**config.mk**
```make
export PLATFORM = sky130hd
export DESIGN_NAME = hazard_scoreboard
export DESIGN_NICKNAME = d
export VERILOG_FILES = /design/src/rtl/hazard_scoreboard.sv
export SDC_FILE = /design/constraint.sdc
export NUM_CORES = 1
export LEC_CHECK = 0
export ABC_AREA = 0
export CAP_MARGIN = 40
export CORE_MARGIN = 4
export CORE_UTILIZATION = 40
export CTS_CLUSTER_SIZE = 30
export DETAILED_ROUTE_END_ITERATION = 12
export DONT_BUFFER_PORTS = 1
export HOLD_SLACK_MARGIN = 0.15
export PLACE_DENSITY_LB_ADDON = 0.12
export SYNTH_ARGS = -nofsm -noshare
export SYNTH_HDL_FRONTEND = slang
export SYNTH_SLANG_ARGS = --single-unit
```
**constraint.sdc**
```tcl
create_clock -name clk -period 9.2 [get_ports clk]
set_input_delay 1.38 -clock clk [delete_from_list [all_inputs] [get_ports clk]]
set_output_delay 1.38 -clock clk [all_outputs]
set_load 0.1 [all_outputs]
```
**src/rtl/hazard_scoreboard.sv**
```systemverilog
// hazard_scoreboard: RV32I decode-to-execute issue slot with a 32-entry RAW/WAW scoreboard and stall watchdog.
// Optional SB_STALL_STATS_EN adds a free-running stall_cycles counter output.
module hazard_scoreboard #(
  parameter int WB_BYPASS     = 1,
  parameter int STALL_TIMEOUT = 64,
  parameter int CNT_W         = 16
) (
  input  logic        clk,
  input  logic        rst_n,
  input  logic        id_valid,
  input  logic [6:0]  id_opcode,
  input  logic [4:0]  id_rd,
  input  logic [4:0]  id_rs1,
  input  logic [4:0]  id_rs2,
  output logic        id_ready,
  output logic        ex_valid,
  output logic [6:0]  ex_opcode,
  output logic [4:0]  ex_rd,
  output logic [4:0]  ex_rs1,
  output logic [4:0]  ex_rs2,
  input  logic        ex_ready,
  input  logic        flush,
  input  logic        wb_valid,
  input  logic [4:0]  wb_rd,
  output logic [31:0] pending,
`ifdef SB_STALL_STATS_EN
  output logic [31:0] stall_cycles,
`endif
  output logic        timeout_err
);
  // Returns {uses_rs1, uses_rs2, writes_rd}.
  function automatic logic [2:0] f_use(input logic [6:0] op);
    logic r, i, s, u;
    r = op == 7'b0110011;
    i = op == 7'b0010011 || op == 7'b0000011 || op == 7'b1100111;
    s = op == 7'b0100011 || op == 7'b1100011;
    u = op == 7'b1101111 || op == 7'b0110111 || op == 7'b0010111;
    return {r | i | s, r | s, r | i | u};
  endfunction

  logic [31:0]      r_pending;
  logic             r_ex_valid, r_ex_wr, r_timeout;
  logic [6:0]       r_ex_opcode;
  logic [4:0]       r_ex_rd, r_ex_rs1, r_ex_rs2;
  logic [CNT_W-1:0] r_cnt;
  logic [2:0]       w_use;
  logic [31:0]      w_eff, w_set, w_clr;
  logic [CNT_W-1:0] w_cnt_nxt;
  logic             w_hazard, w_ready, w_fire, w_kill;

  assign w_use    = f_use(id_opcode);
  assign w_eff    = (WB_BYPASS != 0 && wb_valid) ? r_pending & ~(32'd1 << wb_rd) : r_pending;
  assign w_hazard = id_valid && ((w_use[2] && w_eff[id_rs1]) || (w_use[1] && w_eff[id_rs2]) || (w_use[0] && w_eff[id_rd]));
  assign w_ready  = !w_hazard && !flush && (!r_ex_valid || ex_ready);
  assign w_fire   = id_valid && w_ready;
  // A flushed, unconsumed slot never reaches writeback, so its reservation is dropped.
  assign w_kill   = flush && r_ex_valid && !ex_ready && r_ex_wr;
  assign w_clr    = (wb_valid ? 32'd1 << wb_rd : 32'd0) | (w_kill ? 32'd1 << r_ex_rd : 32'd0);
  assign w_set    = (w_fire && w_use[0]) ? 32'd1 << id_rd : 32'd0;
  assign w_cnt_nxt = (r_cnt == CNT_W'(STALL_TIMEOUT)) ? r_cnt : r_cnt + 1'b1;

  always_ff @(posedge clk or negedge rst_n) begin
    if (!rst_n) begin
      r_pending   <= '0;
      r_ex_valid  <= 1'b0;
      r_ex_wr     <= 1'b0;
      r_ex_opcode <= '0;
      r_ex_rd     <= '0;
      r_ex_rs1    <= '0;
      r_ex_rs2    <= '0;
      r_cnt       <= '0;
      r_timeout   <= 1'b0;
    end else begin
      r_pending <= ((r_pending & ~w_clr) | w_set) & ~32'd1;
      if (w_fire) begin
        r_ex_valid  <= 1'b1;
        r_ex_wr     <= w_use[0];
        r_ex_opcode <= id_opcode;
        r_ex_rd     <= id_rd;
        r_ex_rs1    <= id_rs1;
        r_ex_rs2    <= id_rs2;
      end else if (ex_ready || flush) begin
        r_ex_valid <= 1'b0;
      end
      r_cnt <= w_hazard ? w_cnt_nxt : '0;
      if (w_hazard && w_cnt_nxt == CNT_W'(STALL_TIMEOUT)) r_timeout <= 1'b1;
    end
  end

`ifdef SB_STALL_STATS_EN
  logic [31:0] r_stall_cycles;
  always_ff @(posedge clk or negedge rst_n) begin
    if (!rst_n) r_stall_cycles <= '0;
    else if (id_valid && !w_ready) r_stall_cycles <= r_stall_cycles + 32'd1;
  end
  assign stall_cycles = r_stall_cycles;
`endif

  assign id_ready    = w_ready;
  assign ex_valid    = r_ex_valid;
  assign ex_opcode   = r_ex_opcode;
  assign ex_rd       = r_ex_rd;
  assign ex_rs1      = r_ex_rs1;
  assign ex_rs2      = r_ex_rs2;
  assign pending     = r_pending;
  assign timeout_err = r_timeout;
endmodule

```
; Word-level counts from Yosys, hierarchy flattened
; Index checks and enable logic that the tools add are counted.
[word_totals]
reg_bits = 72
output_inout_bits = 57
elab_cells = 77
[op_classes]
addsub = 1
n_lt_le_gt_ge = 3
eq_ne = 11
n_shift = 3
n_mux = 14
n_bitwise = 10
n_reduce_logical = 26
[ops]
columns = operator, count
row1 = 32-bit 2-to-1 mux, 4
row2 = 1-bit by 5-bit left shift with 32-bit output (first input constant), 3
row3 = 32-bit AND, 2
row4 = 32-bit inverter, 2
row5 = 32-bit bitwise OR, 2
row6 = 16-bit by 7-bit == test with 1-bit output (second input constant), 2
row7 = 16-bit 2-to-1 mux, 2
row8 = 7-bit by 6-bit == test with 1-bit output (second input constant), 3
row9 = 7-bit == test (second input constant), 3
row10 = 5-bit by 6-bit less-than comparator with 1-bit output (second input constant), 3
row11 = 16-bit by 1-bit adder with 16-bit output (second input constant), 1
row12 = 1-bit binary-select mux with 5-bit select, 3
row13 = 7-bit by 5-bit == test with 1-bit output (second input constant), 2
row14 = 1-bit logical AND, 12
row15 = 1-bit logical OR, 9
row16 = 7-bit by 2-bit == test with 1-bit output (second input constant), 1
row17 = 1-bit 2-to-1 mux, 5
row18 = 1-bit zero test, 4
row19 = 1-bit bitwise OR, 4
row20 = 2-bit nonzero test, 1

; Depth between registers and ports, before layout
[logic_depth]
word_depth = 17
ltp_mapped = 11
mapped_depth_nobuf = 9

; Worst setup path after synthesis
; OpenSTA, ideal clock, no wires.
[synth_path]
kind = input-to-output
startpoint = input port wb_rd[4]
endpoint = output port id_ready
t_arrival_ps = 4340
required_ps = 7820
slack_ps = 3480
path_stages = 9
n_path_buf = 1
path_cell_list = clkbuf_1 -> or4b_4 -> o211ai_1 -> a211oi_1 -> or4_1 -> nand4b_1 -> nand4_1 -> o21ai_1 -> and2_1
[synth_via]
elab_chain_cells = 13
elab_cells_between_ends = 19
classes_between = shift (1) / mux (7) / bitwise (2) / reduce/logical (9)
[synth_rtl]
columns = item, line_no
row1 = from (decl), 24  ; input logic [4:0] wb_rd,
row2 = 1-bit by 5-bit left shift with 32-bit output *, 52  ; assign w_eff = (WB_BYPASS != 0 && wb_valid) ? r_pending & ~(32'd1 << wb_rd) : r_pending;
row3 = 32-bit inverter *, 52
row4 = 32-bit AND *, 52
row5 = 32-bit 2-to-1 mux *, 52
row6 = 1-bit binary-select mux with 5-bit select, 53  ; assign w_hazard = id_valid && ((w_use[2] && w_eff[id_rs1]) || (w_use[1] && w_eff[id_rs2]) || (w_use[0] && w_ef ...
row7 = 1-bit 2-to-1 mux (implied by the code), 53
row8 = 1-bit logical AND, 53
row9 = 1-bit logical OR, 53
row10 = 1-bit logical OR *, 53
row11 = 1-bit logical AND *, 53
row12 = 1-bit zero test *, 54  ; assign w_ready = !w_hazard && !flush && (!r_ex_valid || ex_ready);
row13 = 1-bit logical AND * (2 in a row), 54
row14 = to (decl), 15  ; output logic id_ready,
; Mark *: on every way between the ends. The rest lies on a longest branch, timed or not. The select of a mux whose other input is x is not followed.

; Worst setup path in the final report
[layout_path]
startpoint = input port id_opcode[1]
endpoint = output port id_ready
[layout_via]
elab_chain_cells = 12
elab_cells_between_ends = 27
classes_between = eq/ne (9) / bitwise (4) / reduce/logical (14)
[layout_rtl]
columns = item, line_no
row1 = from (decl), 11  ; input logic [6:0] id_opcode,
row2 = 7-bit by 5-bit == test with 1-bit output / 7-bit by 2-bit == test with 1-bit output (equally long branches), 35  ; i = op == 7'b0010011 || op == 7'b0000011 || op == 7'b1100111;
row3 = 1-bit logical OR (2 in a row), 35
row4 = 1-bit bitwise OR (2 in a row), 38  ; return {r | i | s, r | s, r | i | u};
row5 = 1-bit logical AND, 53
row6 = 1-bit logical OR, 53
row7 = 1-bit logical OR *, 53
row8 = 1-bit logical AND *, 53
row9 = 1-bit zero test *, 54
row10 = 1-bit logical AND * (2 in a row), 54
; Mark *: on every way between the ends. The rest lies on a longest branch, timed or not.

==> impl.org <==
** Outcome
- The flow ran to the end, and the final reports show no timing, DRC or antenna violations.

** Yosys
- Warnings, synthesis :: 0
- The share of the Yosys chip area taken by registers is 34.5%.
- In the synthesized netlist, the number of instances is 578.
- Syn nets :: 613
- Top-area cell type share of the netlist area :: 34.5%
- Post-synthesis async set-or-reset flop share :: 100%
- After synthesis the cells add up to 0.00522 sq mm.
- Counting flops and latches in the post-synthesis netlist gives 72.
- The netlist uses 67 different library cells.
- Most used flip-flop cell after synthesis :: sky130_fd_sc_hd__dfrtp_1
- In this run, synthesis inferred 0 flip-flops with an integrated enable.
- Ranking of synthesized cells by area :: sky130_fd_sc_hd__dfrtp_1, sky130_fd_sc_hd__a41o_1, sky130_fd_sc_hd__mux2i_1
- Mean instance size in the synthesized netlist :: 9.03 sq um
- The largest total area in the synthesized netlist belongs to sky130_fd_sc_hd__dfrtp_1.

** Pwr
- Power consumption :: 1.10 mW
- Cell area power density :: 162 mW/mm^2
- Worst IR Drop VDD :: 0.128 mV
- Summed over all cells, the static leakage comes to 2.91 nW.

** Critical path
- R2r startpoint :: pending[22]
- WS Path Type :: input port to primary output
- Register-to-Register Setup Slack :: 5.21 ns
- Data arrives at the worst endpoint at 4.10 ns.
- Worst-path cell chain :: nand2_1 -> a2111oi_0 -> buf_4 -> o2111ai_1 -> a2111oi_0 -> a211oi_1 -> nand4_1 -> o21ai_1 -> buf_4 -> and2_1 -> buf_8
- Critical path startpoint :: id_opcode[1]
- The largest individual stage delay along the critical path comes from the cell sky130_fd_sc_hd__a2111oi_0.
- The worst setup path is captured at a primary output.
- For the worst setup path, the data required time is 7.82 ns.
- End of the worst register-to-register path :: ex_opcode[6]
- In this run the worst path has a maximum fanout of 18.
- In this design, the stage delay of the slowest critical-path cell is 0.75 ns.
- Number of cells on the worst reg-to-reg path :: 10
- The worst setup path is launched from an input port.

** Cells and area
- Share of post-route cells with drive strength above 1 :: 15.2%
- Compared with the post-synthesis result, the final layout area differs by 30.2%.
- The library cell used most frequently in the layout, excluding fill and tap cells, is sky130_fd_sc_hd__dfrtp_1.
- Once layout is complete, the utilization of the core stands at 53.4%.
- Antenna diode instance count :: 0
- For this run, the post-layout net count is 629.
- Total non-filler cell area in the finished layout :: 0.00680 sq mm
- Counting the fill cells in the layout gives 1,186.
- The count of cells in the finished layout, fillers not included, comes to 770.
- Commonest cells after routing, fill and taps aside :: sky130_fd_sc_hd__dfrtp_1, sky130_fd_sc_hd__nor2_1, sky130_fd_sc_hd__buf_16, sky130_fd_sc_hd__o21ai_0, sky130_fd_sc_hd__a41o_1

** Placement
- Including well taps, the total number of placed cells is 753.
- Count of input and output buffers :: 0
- After detailed placement, the total cell area comes to 0.00638 sq mm.
- Post-detail-place hpwl :: 14.5 mm
- Placement Setup Slack :: 3.82 ns
- At the end of routability-driven placement, the weighted congestion stood at 1.01.

** Route
- Post-detailed-route via-to-cell ratio :: 6.63
- The final layout contains routed wiring with a total length of 19.2 mm.
- For this run, design rule violations remaining after detail routing come to 0.
- Number of DRC violations after detailed-routing iteration 0 :: 477
- For this block, the via count after detailed routing is 5,105.
- Detailed-routing iteration count for the pre-antenna-repair pass :: 5
- ANT nets after route :: 0
- Final routed wire length divided by cell count :: 24.9 microns

** STA
- Based on the critical path, the design can be clocked at up to 0.182 GHz.
- Counting I/O delays and the setup requirement, the final critical path takes 5.48 ns.
- Number of setup violations in the final report :: 0
- Max Transition Viols Final :: 0
- Across the routed clock network, the largest skew measured is 0.0107 ns.
- On the final layout, the worst hold slack is 0.535 ns.
- Setup repair after global routing missed its margin :: false
- Dividing the final minimum period by the clock period gives 59.6%.
- The worst pin sits at a relative slew slack of 36.8%.
- For the pin with the worst max-slew slack, the measured transition is 0.941 ns.
- Adding up every negative setup slack in the final design gives 0 ns.
- Number of hold-slack violations in the final timing report :: 0
- After layout, the worst setup slack is 3.72 ns.

** Clock network
- TritonCTS built the clock tree.
- Resize count post-CTS :: 0
- Clock tree sinks :: 72
- For the worst-skew pair, the clock arrives at the later sink with an insertion delay of 0.34 ns.
- H-Tree Level Count :: 3
- In this run the post-CTS setup repair buffer count came out at 0.
- After clock tree synthesis, the clock-pin slew on the worst setup and hold paths is 0.06 ns.
- In this run the clock root is driven by a sky130_fd_sc_hd__clkbuf_16.
- Clk buf depth :: 2
- Number of buffers added by the clock tree synthesis step :: 9
- Post-CTS Hold Buffers :: 0

** Floorplanning
- The floorplan step set the die height to 122 microns.
- Starting density of the core :: 41.0%
- The die is 122 microns wide.
- Boundary Pins :: 90
- In this run the core area contains 41 standard-cell rows.
- Core Box Area :: 0.0127 sq mm
- Die area :: 0.0149 sq mm

** Hold path
- The worst hold path begins at r_ex_wr.
- The min-delay analysis places its worst path in the category flip-flop to flip-flop.
- The path with the worst hold slack has its endpoint at r_ex_wr.
- Number of stages on the worst hold path :: 1

** Global route
- The number of antenna violations at the first check in global routing was 0.
- In the global route stage, overall resource usage came out at 26.2%.
- The first global-routing pass estimated 29.6 mm of wire.
- After global routing the overflow that remains totals 0.
- The number of global-route vias before repair is 4,916.
- Entering global routing, the biggest net connects 73 pins.

** Flow run
- Max-cap violations :: 0
## logic make-up after synthesis
| family | count (synthesis) | share of synthesized area (%) |
|---|---|---|
| other cells | 1 | 0.0718 |
| xor+xnor | 24 | 4.03 |
| compound gates | 170 | 23.9 |
| fa+ha+maj | 2 | 0.479 |
| flops | 72 | 34.5 |
| mux | 53 | 11.3 |
| simple gates | 191 | 20.7 |
| buf+inv | 65 | 5.01 |
## report_power, final
part | internal [mW] | leakage [nW] | total [mW] | switching [mW]
Clock | 0.292 | 0.173 | 0.426 | 0.134
Sequential | 0.336 | 0.949 | 0.450 | 0.114
Combinational | 0.0856 | 1.79 | 0.228 | 0.142
Total | 0.713 | 2.91 | 1.10 | 0.390
## state kept, by name, indices dropped and copies added (netlist names)
name	cells
ex_rd	5
r_ex_wr	1
ex_opcode	7
r_cnt	16
ex_rs2	5
ex_rs1	5
pending	31
timeout_err	1
ex_valid	1
## per-layer routing
layer  global-route usage (%)  vias up  part of all wire [%]
met4                     8.82        0                   2.9
met1                     35.8     2496                    42
li1                         -     2262                     -
met3                     8.06       48                    10
met2                     39.5      299                    45
met5                        0        -                     0
## worst max-delay path by stage
stage               endpoint  slack [ns]
finish              id_ready        3.72
detailed placement  id_ready        3.82
floorplan           id_ready        3.48
CTS                 id_ready        3.78
global placement    id_ready        3.30
global route        id_ready        3.53
## area by class of cell
cell class / instances / area, sq um / area share, %
Clock buffer: 10 / 229 / 3.37
Clock inverter: 5 / 129 / 1.90
Inverter: 16 / 60.1 / 0.884
Multi-Input combinational cell: 441 / 3160 / 46.5
Sequential cell: 72 / 1800 / 26.5
Tap cell: 172 / 215 / 3.17
Timing Repair Buffer: 54 / 1200 / 17.7
## critical path: cells and delay by family
| family | cells | cell delay (ns) |
|---|---|---|
| AO/OA/AOI/OAI | 5 | 1.60 |
| AND/OR/NAND/NOR | 3 | 0.53 |
| buffers and inverters | 3 | 0.59 |
## cell usage after synthesis, types with 5 or more instances
| cell type | number |
|---|---|
| sky130_fd_sc_hd__a2111oi_0 | 6 |
| sky130_fd_sc_hd__a41o_1 | 32 |
| sky130_fd_sc_hd__a21oi_1 | 23 |
| sky130_fd_sc_hd__o21ai_0 | 36 |
| sky130_fd_sc_hd__and3_1 | 9 |
| sky130_fd_sc_hd__nor2b_1 | 5 |
| sky130_fd_sc_hd__nor2_1 | 48 |
| sky130_fd_sc_hd__nand2b_1 | 10 |
| sky130_fd_sc_hd__and2_1 | 5 |
| sky130_fd_sc_hd__mux2_1 | 18 |
| sky130_fd_sc_hd__dfrtp_1 | 72 |
| sky130_fd_sc_hd__mux2i_1 | 23 |
| sky130_fd_sc_hd__o211ai_1 | 14 |
| sky130_fd_sc_hd__nor3b_1 | 7 |
| sky130_fd_sc_hd__nor4_1 | 6 |
| sky130_fd_sc_hd__nand4b_1 | 5 |
| sky130_fd_sc_hd__o21a_1 | 5 |
| sky130_fd_sc_hd__mux2_2 | 10 |
| sky130_fd_sc_hd__clkbuf_1 | 37 |
| sky130_fd_sc_hd__buf_2 | 5 |
| sky130_fd_sc_hd__o2111ai_1 | 6 |
| sky130_fd_sc_hd__inv_1 | 14 |
| sky130_fd_sc_hd__a31oi_1 | 13 |
| sky130_fd_sc_hd__xnor2_1 | 15 |
| sky130_fd_sc_hd__nor3_1 | 18 |
| sky130_fd_sc_hd__nand2_1 | 23 |
| sky130_fd_sc_hd__xor2_1 | 9 |
| sky130_fd_sc_hd__nand4_1 | 9 |
| sky130_fd_sc_hd__nand3_1 | 16 |
(Power assumes the default switching activity.)
==> RTL change 1, RTL diff (same settings) <==
`CNT_W`: 16 -> 14.
--- a/src/rtl/hazard_scoreboard.sv
+++ b/src/rtl/hazard_scoreboard.sv
@@ -3,7 +3,7 @@
 module hazard_scoreboard #(
   parameter int WB_BYPASS     = 1,
   parameter int STALL_TIMEOUT = 64,
-  parameter int CNT_W         = 16
+  parameter int CNT_W         = 14
 ) (
   input  logic        clk,
   input  logic        rst_n,
Function: same outputs for any inputs over 4 cycles, from zero or initial values and one cycle with rst_n low; that may be too few to reach the edited logic, so the function may still have changed.
==> RTL change 1 against the original RTL <==
Critical endpoint unchanged. Setup slack better by 0.078 ns. Synthesized area up 1.5%. Final area up 3.1%. First-iteration DRC count up 15%. Routed wire length down 0.70%. Sequential power down 13%. Sequential cell count down 2. Largest power group unchanged. Register-to-register slack better by 0.27 ns. Worst hold slack worse by 0.015 ns. Synthesized cell count down 7.8%. Sequential share of layout area down 1.5 points. Total power down 5.5%.
==> RTL change 1: results (changes against the original RTL) <==
Placement
  – GPL Wtd Cong: 0.9762 (-2.9%)
  – Pre-CTS WS: 3.851 ns (+0.03513 ns)
  – IO buf count: 0 (unchanged)
  – Final HPWL DP: 14.17 mm (-2.3%)

Global routing
  – Initial antenna violation count: 0 (unchanged)
  – Number of global-route vias before repair: 4859 (-1.2%)
  – GR Util All Layers: 25.49% (-0.68 points)
  – Global-route wire length before repair: 28.76 mm (-3.0%)
  – Largest net degree at the start of global routing: 71 (-2.7%)

Logic synthesis
  – Syn nets: 568 (-7.3%)
  – Synth warn: 0 (unchanged)
  – Post-synth cell types: 64 (-4.5%)
  – Seq/Total Area, Yosys: 33.06% (-1.5 points)
  – Commonest cells post-synth: 70 x dfrtp_1, 40 x nor2_1, 33 x mux2_2
  – Post-synth ARST share: 100.0% (unchanged)
  – Largest cells by area after synthesis: dfrtp_1 33%, o41ai_2 9.8%, mux2_2 7.0%
  – Post-synth top area share: 33.06% (-1.5 points)

Routing
  – Routed vias/inst: 6.660 (+0.46%)
  – Drt initial violations: 550 (+15%)
  – Final ANT Viol Nets: 0 (unchanged)
  – Drt pass-1 iters: 7 (+2)
  – Routed WL: 19.02 mm (-0.70%)

Clocking
  – Clock slew at reported path FFs: 0.05 ns
  – H-Tree Depth: 3 (unchanged)
  – Clk_lat worst skew: 0.34 ns (about the same)
  – Postcts setup bufs: 0 (unchanged)
  – CTS Root Cell: clkbuf_16
  – CTS Buf Count: 9 (unchanged)
  – Longest Clk Path Bufs: 2 (unchanged)

Worst setup path
  – CP max stage delay: 0.61 ns (-0.14 ns)
  – WP data arrival: 4.03 ns (-0.07 ns)
  – R2r setup slk: 5.48 ns (+0.27 ns)
  – Top cell family by delay on the critical path: compound AO/OA/AOI/OAI gates
  – Crit-path max FO: 15 (-3)
  – CP max-delay cell: a2111oi_0

Layout
  – Fillers: 1106 (-6.7%)
  – Number of diodes: 0 (unchanged)
  – Layout Nets: 595 (-5.4%)
  – Fraction of layout cells with a size suffix above 1: 29.43% (+14 points)
  – Max reg flops: 31 (unchanged)

Power
  – Leak Pwr: 2.813 nW (-3.3%)
  – Max VDD drop: 0.1089 mV (-15%)

Status
  – Status: completed

Worst hold path
  – Worst Hold Class: reg2reg

Timing
  – Clock skew: 0.007547 ns (-0.003195 ns)
  – Peak Freq: 185.0 MHz (+1.4%)
  – Relative slew slack: 39.85% (+3.1 points)
==> RTL change 1: worst register-to-register path, cell delays in order (launching register included) <==
cell and delay [ns]:
dfrtp_1 0.35, buf_4 0.24, mux2_1 0.35, a2111oi_0 0.43
a211oi_1 0.10, o32ai_1 0.44, o22ai_1 0.21, nor2_2 0.18
nand4_4 0.38, buf_4 0.46, o41ai_2 0.45
==> RTL change 1: per-stage QoR <==
stage	cell area (um^2)	instances	hold slack, ns
after global routing	7009	736	0.5410
after floorplan	5299	533	0.4802
final	7009	736	0.5198
after CTS	6927	733	0.5159
after global placement	5288	660	0.4973
after detailed placement	6676	718	0.4953
==> RTL change 1: cell families after synthesis <==
group	count (synthesis)	share of synthesized area, %
AO/OA/AOI/OAI	169	29.30
XOR/XNOR	16	2.645
adder cells (fa/ha/maj)	2	0.4722
buffers and inverters	71	6.470
flip-flops	70	33.06
multiplexers	55	12.85
other	1	0.07077
AND/OR/NAND/NOR	149	15.14
==> RTL change 1: metal layers <==
layer  GRT usage, %  up-vias  routed length, um
li1               -     2146                  -
met1          34.27     2425               8110
met2          36.69      269               8276
met3          8.005       62               1769
met4          13.22        0                861
met5              0        -                  0
==> RTL change 1: power breakdown <==
group / total (mW) / internal (mW) / leakage [nW] / switching (mW)
logic: 0.346 / 0.138 / 1.76 / 0.208
clock network: 0.304 / 0.180 / 0.123 / 0.124
registers: 0.392 / 0.329 / 0.926 / 0.0631
==> RTL change 1: area by class of cell <==
class	count	share of cell area, %
Tap cell	172	3.070
Multi-Input combinational cell	392	45.72
Sequential cell	70	24.99
Timing Repair Buffer	66	21.53
Inverter	21	1.125
Clock inverter	2	0.1428
Clock buffer	13	3.427
==> RTL change 1: path summary, 6_finish.rpt <==
path                             start     endpoint  cells after the start
setup / recovery              wb_rd[3]     id_ready                      9
hold / removal                 r_ex_wr      r_ex_wr                      1
setup reg to reg           pending[21]  pending[15]                     10
hold reg to reg                r_ex_wr      r_ex_wr                      1
max in group asynchronous        rst_n  pending[17]                      0
min in group asynchronous        rst_n     ex_rd[4]                      0
==> RTL change 2, RTL diff (same settings) <==
Without the edit above. Take the reset off `r_pending` and load it in a clocked block of its own.
--- a/src/rtl/hazard_scoreboard.sv
+++ b/src/rtl/hazard_scoreboard.sv
@@ -61,7 +61,6 @@
 
   always_ff @(posedge clk or negedge rst_n) begin
     if (!rst_n) begin
-      r_pending   <= '0;
       r_ex_valid  <= 1'b0;
       r_ex_wr     <= 1'b0;
       r_ex_opcode <= '0;
@@ -71,7 +70,6 @@
       r_cnt       <= '0;
       r_timeout   <= 1'b0;
     end else begin
-      r_pending <= ((r_pending & ~w_clr) | w_set) & ~32'd1;
       if (w_fire) begin
         r_ex_valid  <= 1'b1;
         r_ex_wr     <= w_use[0];
@@ -85,6 +83,10 @@
       r_cnt <= w_hazard ? w_cnt_nxt : '0;
       if (w_hazard && w_cnt_nxt == CNT_W'(STALL_TIMEOUT)) r_timeout <= 1'b1;
     end
+  end
+
+  always_ff @(posedge clk) begin
+    r_pending <= ((r_pending & ~w_clr) | w_set) & ~32'd1;
   end
 
 `ifdef SB_STALL_STATS_EN
Behaviour: not the same (a bounded check fails within 4 cycles, from zero or initial values and one cycle with rst_n low).
==> RTL change 2 against the original RTL <==
Synthesized area down 5.4%. Sequential power down 4%. Sequential cell count unchanged. Largest power group unchanged. Total power down 5.0%. Highest routed layer unchanged. Routed wire length down 11%. Cell count down 5.7%. Sequential share of layout area down 0.30 points. Clock skew down 0.0030 ns. Setup slack better by 0.022 ns. Final area down 7.5%. Critical path depth down 1.
==> RTL change 2: results (changes against the original RTL) <==
Routing
  – Post-Route M1 WL: 7.155 mm (-10%)
  – Routed vias/inst: 6.534 (-1.4%)
  – DR WL met2: 7.677 mm (-12%)
  – Drt initial violations: 597 (+25%)
  – Routed WL: 17.05 mm (-11%)

Global routing
  – GR Util All Layers: 24.04% (-2.1 points)
  – GR Util met3: 7.645% (-0.42 points)
  – Largest net degree at the start of global routing: 42 (-42%)
  – Global Route met2 Usage: 35.89% (-3.6 points)
  – Met1 GRT Util: 32.38% (-3.4 points)
  – Number of global-route vias before repair: 4715 (-4.1%)

Worst setup path
  – CP max-delay cell: nor4b_2
  – WP data arrival: 4.08 ns (-0.02 ns)
  – Top cell family by delay on the critical path: simple AND/OR/NAND/NOR gates
  – CP max stage delay: 0.52 ns (-0.23 ns)

Placement
  – Final HPWL DP: 12.55 mm (-13%)
  – GPL Wtd Cong: 0.9953 (-0.98%)
  – Placed Area: 5891 um^2 (-7.7%)

Status
  – Status: completed

Logic synthesis
  – Synth Area in Compound Gates: 25.00% (+1.1 points)
  – Post-synth cell types: 71 (+6.0%)
  – Seq/Total Area, Yosys: 33.33% (-1.2 points)
  – Commonest cells post-synth: 41 x dfrtp_1, 35 x nor2_1, 31 x dfxtp_1, 31 x o21ai_0, 29 x mux2_2
  – Adder-Cell Fraction of Synth Area: 0.5066% (+0.027 points)
  – Post-Synth XOR/XNOR Area: 3.546% (-0.48 points)
  – Mux cell area share after synthesis: 10.82% (-0.50 points)
  – Largest cells by area after synthesis: dfrtp_1 21%, dfxtp_1 13%, mux2_2 6.6%
  – Syn nets: 575 (-6.2%)

Layout
  – Fraction of layout cells with a size suffix above 1: 20.43% (+5.2 points)
  – Layout Nets: 588 (-6.5%)
  – Fillers: 1099 (-7.3%)

Power
  – Max VDD drop: 0.1185 mV (-7.7%)
  – Leak Pwr: 2.273 nW (-22%)

Timing
  – Relative slew slack: 39.66% (+2.9 points)
  – Clock skew: 0.007695 ns (-0.003047 ns)
## RTL change 2: cell count changes in the layout (fill, tap and decap cells not counted), moves of 11 or more
cell,delta
o41ai_1,+24
o21bai_1,+15
dfrtp_1,-31
mux2_1,-18
nor2_1,-13
mux2_2,+19
dfxtp_1,+31
a31oi_1,-11
a21oi_1,-18
a41o_1,-32
## RTL change 2: power groups by stage
stage	clock (mW)	sequential (mW)	combinational, mW
floorplan	0	0.513	0.0891
global placement	0	0.519	0.0973
detailed placement	0	0.457	0.221
CTS	0.368	0.451	0.221
global route	0.385	0.437	0.266
finish	0.358	0.434	0.256
## RTL change 2: per-stage QoR
| step | worst slack, ns | std cells |
|---|---|---|
| finish | 3.738 | 726 |
| global route | 3.551 | 726 |
| CTS | 3.801 | 723 |
| detailed placement | 3.814 | 707 |
| global placement | 3.786 | 671 |
| floorplan | 2.334 | 540 |
## RTL change 2: path summary, 6_finish.rpt
path                                end  slack (ns)  startpoint  cells past startpoint
hold reg to reg                 r_ex_wr        0.54     r_ex_wr                      1
setup reg to reg            pending[23]        5.88  pending[6]                      9
max in group asynchronous  ex_opcode[3]        8.35       rst_n                      0
setup / recovery               id_ready        3.74    wb_rd[4]                     10
hold / removal                  r_ex_wr        0.54     r_ex_wr                      1
min in group asynchronous      r_cnt[0]        0.73       rst_n                      0
## RTL change 2: layout make-up
cell class | count | area (um^2) | share of cell area, %
timing repair buffer | 49 | 1042 | 16.59
clock inverter | 4 | 30.03 | 0.4780
tap | 168 | 210.2 | 3.346
sequential | 72 | 1647 | 26.21
clock buffer | 12 | 279.0 | 4.441
multi-input combinational | 407 | 3022 | 48.10
inverter | 14 | 52.55 | 0.8365
